`src/rtl/gpio_pio_pkg.sv`:
```
// Shared definitions for the gpio_pio_irq peripheral: register map and edge polarity.
package gpio_pio_pkg;

  localparam logic [2:0] REG_DATA     = 3'd0;
  localparam logic [2:0] REG_DIR      = 3'd1;
  localparam logic [2:0] REG_MASK     = 3'd2;
  localparam logic [2:0] REG_CAP      = 3'd3;
  localparam logic [2:0] REG_EDGE_SEL = 3'd4;
  localparam logic [2:0] REG_DB_LIMIT = 3'd5;

  typedef enum logic {
    EDGE_RISE = 1'b0,
    EDGE_FALL = 1'b1
  } edge_sel_e;

endpackage

```
`src/rtl/gpio_debounce_bit.sv`:
```
// One GPIO input: synchroniser, debounce counter and stable flop.
// changed pulses on the edge where stable takes the new value.
module gpio_debounce_bit #(
  parameter int unsigned SYNC_STAGES = 2,
  parameter int unsigned DB_W        = 16
) (
  input  logic            clk,
  input  logic            reset,
  input  logic            din,
  input  logic [DB_W-1:0] limit,
  input  logic            clr,
  input  logic            prime,
  output logic            stable,
  output logic            changed
);

  logic [SYNC_STAGES-1:0] sync_q;
  logic                   sync;
  logic [DB_W-1:0]        cnt_q, cnt_d, cnt_inc, eff_limit;
  logic                   stable_q, stable_d;

  assign sync   = sync_q[SYNC_STAGES-1];
  assign stable = stable_q;

  always_comb begin
    eff_limit = (limit == '0) ? DB_W'(1) : limit;
    cnt_inc   = cnt_q + DB_W'(1);
    cnt_d     = cnt_q;
    stable_d  = stable_q;
    changed   = 1'b0;
    if (prime) begin
      stable_d = sync;
      cnt_d    = '0;
    end else if (clr || (sync == stable_q)) begin
      cnt_d = '0;
    end else if (cnt_inc >= eff_limit) begin
      stable_d = sync;
      cnt_d    = '0;
      changed  = 1'b1;
    end else begin
      cnt_d = cnt_inc;
    end
  end

  always_ff @(posedge clk or posedge reset) begin
    if (reset) begin
      sync_q   <= '0;
      cnt_q    <= '0;
      stable_q <= 1'b0;
    end else begin
      sync_q   <= {sync_q[SYNC_STAGES-2:0], din};
      cnt_q    <= cnt_d;
      stable_q <= stable_d;
    end
  end

endmodule

```
`src/rtl/gpio_pio_irq.sv`:
```
// Avalon-MM GPIO with per-bit direction, debounced inputs, edge capture and level irq.
module gpio_pio_irq
  import gpio_pio_pkg::*;
#(
  parameter int unsigned WIDTH       = 8,
  parameter int unsigned SYNC_STAGES = 2,
  parameter int unsigned DB_W        = 16,
  parameter int unsigned DB_DEFAULT  = 50000
) (
  input  logic             clk,
  input  logic             reset,
  input  logic             chipselect,
  input  logic [2:0]       address,
  input  logic             read,
  input  logic             write,
  input  logic [31:0]      writedata,
  output logic [31:0]      readdata,
  output logic             irq,
  input  logic [WIDTH-1:0] pio_in,
  output logic [WIDTH-1:0] pio_out,
  output logic [WIDTH-1:0] pio_oe
);

  localparam logic [2:0] PRIME_LEN = 3'(SYNC_STAGES + 1);

  logic [WIDTH-1:0] data_q, data_d, dir_q, dir_d, mask_q, mask_d;
  logic [WIDTH-1:0] cap_q, cap_d, edge_q, edge_d, cap_set, cap_clr;
  logic [DB_W-1:0]  limit_q, limit_d;
  logic [31:0]      readdata_q, readdata_d, rdata;
  logic             irq_q, irq_d;
  logic [2:0]       prime_cnt_q;
  logic             prime, wr_en, rd_en, db_clr;
  logic [WIDTH-1:0] stable, changed;
  logic             wd_unused;

  assign wd_unused = ^writedata;
  assign prime     = (prime_cnt_q != PRIME_LEN);
  assign wr_en     = chipselect && write;
  assign rd_en     = chipselect && read;
  assign db_clr    = wr_en && (address == REG_DB_LIMIT);

  for (genvar g = 0; g < WIDTH; g++) begin : g_db
    gpio_debounce_bit #(
      .SYNC_STAGES(SYNC_STAGES),
      .DB_W       (DB_W)
    ) u_db (
      .clk    (clk),
      .reset  (reset),
      .din    (pio_in[g]),
      .limit  (limit_q),
      .clr    (db_clr),
      .prime  (prime),
      .stable (stable[g]),
      .changed(changed[g])
    );
  end

  always_comb begin
    data_d  = data_q;
    dir_d   = dir_q;
    mask_d  = mask_q;
    edge_d  = edge_q;
    limit_d = limit_q;
    cap_clr = '0;
    if (wr_en) begin
      case (address)
        REG_DATA:     data_d  = writedata[WIDTH-1:0];
        REG_DIR:      dir_d   = writedata[WIDTH-1:0];
        REG_MASK:     mask_d  = writedata[WIDTH-1:0];
        REG_CAP:      cap_clr = writedata[WIDTH-1:0];
        REG_EDGE_SEL: edge_d  = writedata[WIDTH-1:0];
        REG_DB_LIMIT: limit_d = writedata[DB_W-1:0];
        default: ;
      endcase
    end

    // changed fires on the edge stable flips, so the old stable value gives the direction
    cap_set = '0;
    for (int unsigned i = 0; i < WIDTH; i++) begin
      cap_set[i] = changed[i] && !dir_q[i] &&
                   ((edge_sel_e'(edge_q[i]) == EDGE_FALL) ? stable[i] : !stable[i]);
    end
    cap_d = (cap_q & ~cap_clr) | cap_set;
    irq_d = |(cap_q & mask_q);

    rdata = '0;
    case (address)
      REG_DATA:     rdata[WIDTH-1:0] = (stable & ~dir_q) | (data_q & dir_q);
      REG_DIR:      rdata[WIDTH-1:0] = dir_q;
      REG_MASK:     rdata[WIDTH-1:0] = mask_q;
      REG_CAP:      rdata[WIDTH-1:0] = cap_q;
      REG_EDGE_SEL: rdata[WIDTH-1:0] = edge_q;
      REG_DB_LIMIT: rdata[DB_W-1:0]  = limit_q;
      default: ;
    endcase
    readdata_d = rd_en ? rdata : readdata_q;
  end

  always_ff @(posedge clk or posedge reset) begin
    if (reset) begin
      data_q      <= '0;
      dir_q       <= '0;
      mask_q      <= '0;
      cap_q       <= '0;
      edge_q      <= '0;
      limit_q     <= DB_W'(DB_DEFAULT);
      readdata_q  <= '0;
      irq_q       <= 1'b0;
      prime_cnt_q <= '0;
    end else begin
      data_q     <= data_d;
      dir_q      <= dir_d;
      mask_q     <= mask_d;
      cap_q      <= cap_d;
      edge_q     <= edge_d;
      limit_q    <= limit_d;
      readdata_q <= readdata_d;
      irq_q      <= irq_d;
      if (prime) prime_cnt_q <= prime_cnt_q + 3'd1;
    end
  end

  assign readdata = readdata_q;
  assign irq      = irq_q;
  assign pio_out  = data_q;
  assign pio_oe   = dir_q;

endmodule

```
`config.mk`:
```
export PLATFORM = sky130hd
export DESIGN_NAME = gpio_pio_irq
export DESIGN_NICKNAME = d
export VERILOG_FILES = /design/src/rtl/gpio_pio_pkg.sv /design/src/rtl/gpio_debounce_bit.sv /design/src/rtl/gpio_pio_irq.sv
export SDC_FILE = /design/constraint.sdc
export NUM_CORES = 1
export LEC_CHECK = 0
export CAP_MARGIN = 20
export CORE_ASPECT_RATIO = 0.5
export CORE_MARGIN = 1.5
export CORE_UTILIZATION = 43
export CTS_CLUSTER_SIZE = 28
export DETAILED_ROUTE_END_ITERATION = 8
export PLACE_DENSITY = 0.59
export RECOVER_POWER = 50
export SETUP_SLACK_MARGIN = 0.5
export SLEW_MARGIN = 20
export SYNTH_ARGS = -nofsm -noshare
export SYNTH_HDL_FRONTEND = slang
export SYNTH_SLANG_ARGS = --single-unit
```
`constraint.sdc`:
```
create_clock -name clk -period 19 [get_ports clk]
set_input_delay 1.9 -clock clk [delete_from_list [all_inputs] [get_ports clk]]
set_output_delay 1.9 -clock clk [all_outputs]
set_load 0.005 [all_outputs]
```
==> run metrics, run 1 <==
most frequent cells after synthesis=dfrtp_1 (222), ha_1 (130), nand2_1 (130); Hold Vio Cnt, Final=0; I/O Buffers=64; power per cell area=86.9 nW/um^2; startpoint type of the worst setup path=primary input; max_cap viols=4; Synth top area share=41.6%; # resized after CTS=0; sequential area share after synthesis=42.8%; final setup vio count=0; CTS H-tree depth=1; die span in x=252 um; Max clock buf depth=3; ys async rst share=100%; Worst Clk Skew=0.0138 ns; # fillers=2783; Setup CP Type=primary input to asynchronous set/reset pin; initial core utilization=43.9%; synth-to-layout area growth=13.5%; routed wire length=34000 um; synthesized flop and latch total=228; initial antenna violation count=0; WP data required=19.54 ns; drt wl/cell=18.8 um; Hold WS=0.346 ns; worst hold path class=register to register; DRT Pass-1 Iters=6; Max FO, Critical Path=95; ranking of synthesized cells by area=dfrtp_1 (42%), ha_1 (12%), xnor2_1 (5.3%); failing checks=capacitance limit, slew limit; most frequent cell after synthesis=dfrtp_1; first-pass GRT wire length=54600 um; vias in the first global route=9999; period utilisation layout=42.4%; CTS Root Cell=clkbuf_16; placed cell area=14400 um^2; dpl ws=13.79 ns; nets=1544; Worst slew margin=-185%; vias=9896; Fmax=124 MHz; Synth warnings=0; status=finished with violations; PnR worst setup slack=10.95 ns; FF-to-FF Start=limit_q[9]$_DFFE_PP1P_; DIE HEIGHT=128 um; Worst EP arrival=8.58 ns; Clock Latency Late Sink=0.54 ns; Worst R2R Setup Slack=14.65 ns; post-synthesis instance total=1298; RSZ-0062 raised after global routing=false; measured slew at the worst slew-check pin=4.25 ns; final instance area=15200 um^2; largest net degree at the start of global routing=96; Hold Startpoint=g_db[2].u_db.sync_q[0]$_DFF_PP0_; hold_buf cts=0; ys flop type=dfrtp_1; CTS tree=built; Post-synth EDFFs=0; Mapped Area=13400 um^2; Avg Cell Area, Syn=10.3 um^2; postcts setup bufs=0; via/cell ratio=5.48; Yosys top cell by area=dfrtp_1; CTS buffer count=23; kind of end point of the critical path=asynchronous set/reset pin; I/O pin total=97; HPWL Detailed=23400 um; core box area=30500 um^2; fin. max-slew vios=211; FP Rows=45; placed cells=1764; setup tns final=0 ns; GRT overflow=0; clock sink count=228; Iteration-0 DRC Markers=708; Yosys cell types=72; Reg clk slew, reported paths=0.06 ns; Layout Cells excl Fill=1807; Final GP Congestion=0.807; crit path from=reset; Worst VDD drop=0.0617 mV; leakage power=7.33 nW; Detail Route Antenna Nets=0; layout cell share with drive strength beyond 1=9.83%; DRC Markers=0; Period minus WS final=8.05 ns; Total GRT Usage=21.7%; die area=32200 um^2
-- kinds of logic (layout without fill, tap and decap cells) --
kind of cell	after synthesis	in the layout	share of synthesized area [%]
and+or+nand+nor	501	501	20.4
muxes	52	52	4.37
AOI/OAI and AO/OA	185	185	9.11
buffers and inverters	75	145	2.81
DFF	228	228	42.8
adders and majority gates	135	135	12.5
other	1	17	0.0281
xor gates and xnor gates	121	121	7.93
-- layer usage --
| metal | routed length [um] | share of wire [%] | global-route usage, % |
|---|---|---|---|
| met5 | 0 | 0 | 0 |
| met4 | 725 | 2.1 | 4.83 |
| met3 | 1740 | 5.1 | 3.52 |
| met2 | 15400 | 45 | 35.4 |
| met1 | 16200 | 48 | 30.6 |
-- through the flow --
| stage | util (%) | total power [W] |
|---|---|---|
| final | 49.8 | 0.00132 |
| after global routing | 49.8 | 0.00139 |
| after CTS | 49.9 | 0.00134 |
| after detailed placement | 47.3 | 0.000857 |
| after global placement | 47.3 | 0.000847 |
| after floorplan | - | 0.000738 |
-- layout make-up --
type	count	area, um^2	area share (%)
diodes	1	2.50	0.0165
clock buffers	35	721	4.75
clock inverters	7	66.3	0.437
inverters	30	114	0.751
multi-input cells	1010	7320	48.3
flip-flops and latches	228	5710	37.7
well taps	423	529	3.49
repair buffers	73	701	4.62
-- final timing paths --
kind / end / cells past startpoint
max reg2reg: g_db[2].u_db.cnt_q[4]$_DFF_PP0_ / 9
min reg2reg: g_db[2].u_db.sync_q[1]$_DFF_PP0_ / 0
max in group clk: g_db[1].u_db.stable$_DFFE_PP0P_ / 7
min: g_db[2].u_db.sync_q[1]$_DFF_PP0_ / 0
max: g_db[3].u_db.cnt_q[4]$_DFF_PP0_ / 4
min in group asynchronous: g_db[0].u_db.sync_q[0]$_DFF_PP0_ / 2
-- registers in the layout, summed over array words and instances, names as in the netlist --
name,flops
g_db.u_db.stable,8
g_db.u_db.sync_q,16
edge_q,8
g_db.u_db.cnt_q,128
cap_q,8
readdata,16
pio_out,8
irq,1
prime_cnt_q,3
limit_q,16
mask_q,8
pio_oe,8
-- cells in the final DEF (no fill, tap or decap), types with 9 or more instances in the layout --
| cell type | count |
|---|---|
| dfrtp_1 | 222 |
| nand2_1 | 130 |
| ha_1 | 130 |
| xnor2_1 | 81 |
| and3_1 | 74 |
| nand3_1 | 66 |
| nor2b_1 | 61 |
| nor2_1 | 58 |
| a21oi_1 | 55 |
| o21ai_0 | 48 |
| dlygate4sd3_1 | 44 |
| mux2_2 | 41 |
| xor2_1 | 40 |
| inv_1 | 28 |
| clkbuf_16 | 23 |
| nand4_1 | 20 |
| clkdlybuf4s50_1 | 20 |
| conb_1 | 16 |
| nor3_1 | 13 |
| and4_1 | 13 |
| a21o_1 | 13 |
| nor2b_2 | 13 |
| mux2i_1 | 10 |
| a22o_1 | 10 |
| clkbuf_8 | 10 |
| nand2b_1 | 9 |
-- report_power, final --
part           switching, W  internal [W]
logic              0.000163      0.000110
registers         0.0000422      0.000527
clock network      0.000201      0.000275
-- worst max-delay path: stages --
cell	delay, ns
dlygate4sd3_1	0.55
clkinvlp_2	2.35
clkbuf_1	2.63
buf_4	1.03
Power figures use the tool's default switching activity.
==> run 2: changes to the inputs <==
--- a/config.mk
+++ b/config.mk
@@ -11,7 +11,7 @@
 export CORE_UTILIZATION = 43
 export CTS_CLUSTER_SIZE = 28
 export DETAILED_ROUTE_END_ITERATION = 8
-export PLACE_DENSITY = 0.59
+export PLACE_DENSITY = 0.61
 export RECOVER_POWER = 50
 export SETUP_SLACK_MARGIN = 0.5
 export SLEW_MARGIN = 20
==> constraint.sdc (replaced) <==
create_clock -name clk -period 6.5 [get_ports clk]
set_input_delay 0.65 -clock clk [delete_from_list [all_inputs] [get_ports clk]]
set_output_delay 0.65 -clock clk [all_outputs]
set_load 0.005 [all_outputs]
==> run 2 against run 1 <==
Net effect: the flow still finishes with violations (capacitance limit, slew limit); clock-buffer cell count unchanged; combinational power rose to 2.9 times the previous value; utilization down 0.057 points; largest cell class unchanged.
==> run metrics, run 2 (synthesized netlist as in run 1, its figures left out) <==
Fmax=228 MHz; period utilisation layout=67.5%; placed cells=1762 (-0.11%); RSZ-0062 raised after global routing=false; worst hold path class=register to register; nets=1543 (-0.065%); met2 GRT Util=34.2% (-1.2 points); I/O pin total=97 (unchanged); initial antenna violation count=1 (+1); commonest non-fill, non-tap cell in the layout=dfrtp_1; DRT Pass-1 Iters=5 (-1); Largest register FFs=128 (unchanged); Seq pwr share=43.7% (+0.5 points); startpoint type of the worst setup path=primary input; final setup vio count=0 (unchanged); Max clock buf depth=3 (unchanged); postcts setup bufs=0 (unchanged); Final Power=0.00380 W (+190%); Hold Crit Depth=0 (unchanged); core box area=30500 um^2 (unchanged); CTS Root Cell=clkbuf_16; Hold Vio Cnt, Final=0 (unchanged); largest net degree at the start of global routing=140 (+46%); Max FO, Critical Path=139 (+46%); DIE HEIGHT=128 um (unchanged); DRC Markers=0 (unchanged); FF-to-FF Start=limit_q[9]$_DFFE_PP1P_; Total GRT Usage=21.0% (-0.71 points); Switching Share=30.9% (+0.045 points); Setup CP Type=primary input to asynchronous set/reset pin; status=finished with violations; Layout Cells excl Fill=1806 (-0.055%); Int Power=0.00263 W (+190%); kind of end point of the critical path=asynchronous set/reset pin; Gate power share=20.9% (+0.2 points); Worst Clk Skew=0.0218 ns (+0.00795 ns); FP Rows=45 (unchanged); WP data required=6.36 ns (-13.18 ns); GRT overflow=0 (unchanged); register area=5710 um^2 (unchanged); CTS tree=built; die span in x=252 um (unchanged); HPWL Detailed=23100 um (-1.2%); commonest cells after routing, fill and taps aside=dfrtp_1 (222), nand2_1 (130), ha_1 (130), xnor2_1 (81), and3_1 (74); leakage power=7.26 nW (-1.0%); n_diodes=0 (-1); Clock Latency Late Sink=0.54 ns (about the same); vias=9865 (-0.31%); Hold Startpoint=g_db[0].u_db.sync_q[0]$_DFF_PP0_; Reg clk slew, reported paths=0.06 ns (about the same); Detail Route Antenna Nets=0 (unchanged); hold_buf cts=0 (unchanged); vias in the first global route=10.1k (+0.87%); Worst R2R Setup Slack=2.32 ns (-12.33 ns); Clk pwr share=35.4% (-0.7 points); layout cell share with drive strength beyond 1=9.91% (+0.072 points); failing checks=capacitance limit, slew limit; power per cell area=251 nW/um^2 (+190%); CTS H-tree depth=1 (unchanged); routed wire length=32900 um (-3.1%); max_cap viols=1 (-3); met3 usage=3.44% (-0.081 points); Psw=0.00117 W (+190%); hold path endpoint=g_db[0].u_db.sync_q[1]$_DFF_PP0_; gr busiest metal=met2; die area=32200 um^2 (unchanged); measured slew at the worst slew-check pin=3.45 ns (-0.798 ns); Multi-input gate area=7330 um^2 (+0.10%); # resized after CTS=0 (unchanged); Worst slew margin=-130% (+55 points); first-pass GRT wire length=53600 um (-1.9%); synth-to-layout area growth=13.4%; clock sink count=228 (unchanged); initial core utilization=43.9% (unchanged); Iteration-0 DRC Markers=667 (-5.8%); Worst EP arrival=4.25 ns (-4.33 ns); setup tns final=0 ns (unchanged); fin. max-slew vios=140 (-34%); Most flops, register=g_db.u_db.cnt_q; post-layout util=49.7% (-0.057 points); Period minus WS final=4.39 ns; Global Route met1 Usage=29.7% (-0.92 points); drt wl/cell=18.2 um (-3.1%); R2R Path End=g_db[2].u_db.cnt_q[4]$_DFF_PP0_; CTS buffer count=24 (+4.3%); # fillers=2812 (+1.0%); via/cell ratio=5.46 (-0.26%); Final GP Congestion=0.824 (+2.1%); Worst VDD drop=0.160 mV (+160%); I/O Buffers=64 (unchanged); worst reg-to-reg path cell count=9 (unchanged)
[run 2: cell count changes in the layout (fill, tap and decap cells not counted), sizes merged]
cell	delta
clkbuf	-1
clkdlybuf4s50	+35
bufinv	-1
diode	-1
inv	+1
buf	-1
dlygate4sd3	-35
clkinv	+2
[run 2: how the worst max path moves through the flow]
stage / start / endpoint
after global routing: reset / mask_q[1]$_DFFE_PP0P_
final: reset / mask_q[1]$_DFFE_PP0P_
after floorplan: reset / cap_q[0]$_DFF_PP0_
after global placement: limit_q[9]$_DFFE_PP1P_ / g_db[2].u_db.cnt_q[4]$_DFF_PP0_
after CTS: limit_q[9]$_DFFE_PP1P_ / g_db[2].u_db.cnt_q[4]$_DFF_PP0_
after detailed placement: limit_q[9]$_DFFE_PP1P_ / g_db[2].u_db.cnt_q[4]$_DFF_PP0_
[run 2: metrics by stage]
stage	area, um^2	hold slack, ns	setup WS, ns
global placement	14400	0.334	2.44
floorplan	13400	0.331	2.87
global route	15200	0.356	1.26
detailed placement	14400	0.336	2.37
finish	15200	0.349	2.11
CTS	15200	0.351	2.33
[run 2: final cells by class]
cell class                 count  area share, %
clock buffer                  35           4.63
clock inverter                 9          0.479
inverter                      30          0.751
multi-input combinational   1010           48.4
sequential                   228           37.7
tap                          423           3.49
timing repair buffer          71           4.56
[run 2: worst max-delay path, stage by stage]
cell and delay, ns:
dlygate4sd3_1 0.54, clkinvlp_2 0.43, clkbuf_2 2.43
[run 2: power groups by stage]
stage	sequential, W	clock [W]	combinational (W)
global route	0.00168	0.00144	0.000893
finish	0.00166	0.00134	0.000795
floorplan	0.00165	0	0.000509
CTS	0.00166	0.00139	0.000803
global placement	0.00168	0	0.000769
detailed placement	0.00169	0	0.000798
[run 2: routing by layer]
metal	vias to the layer above	share of wire (%)
met5	-	0
met4	0	1.8
met3	52	5.2
met2	228	45
met1	4869	48
li1	4716	-
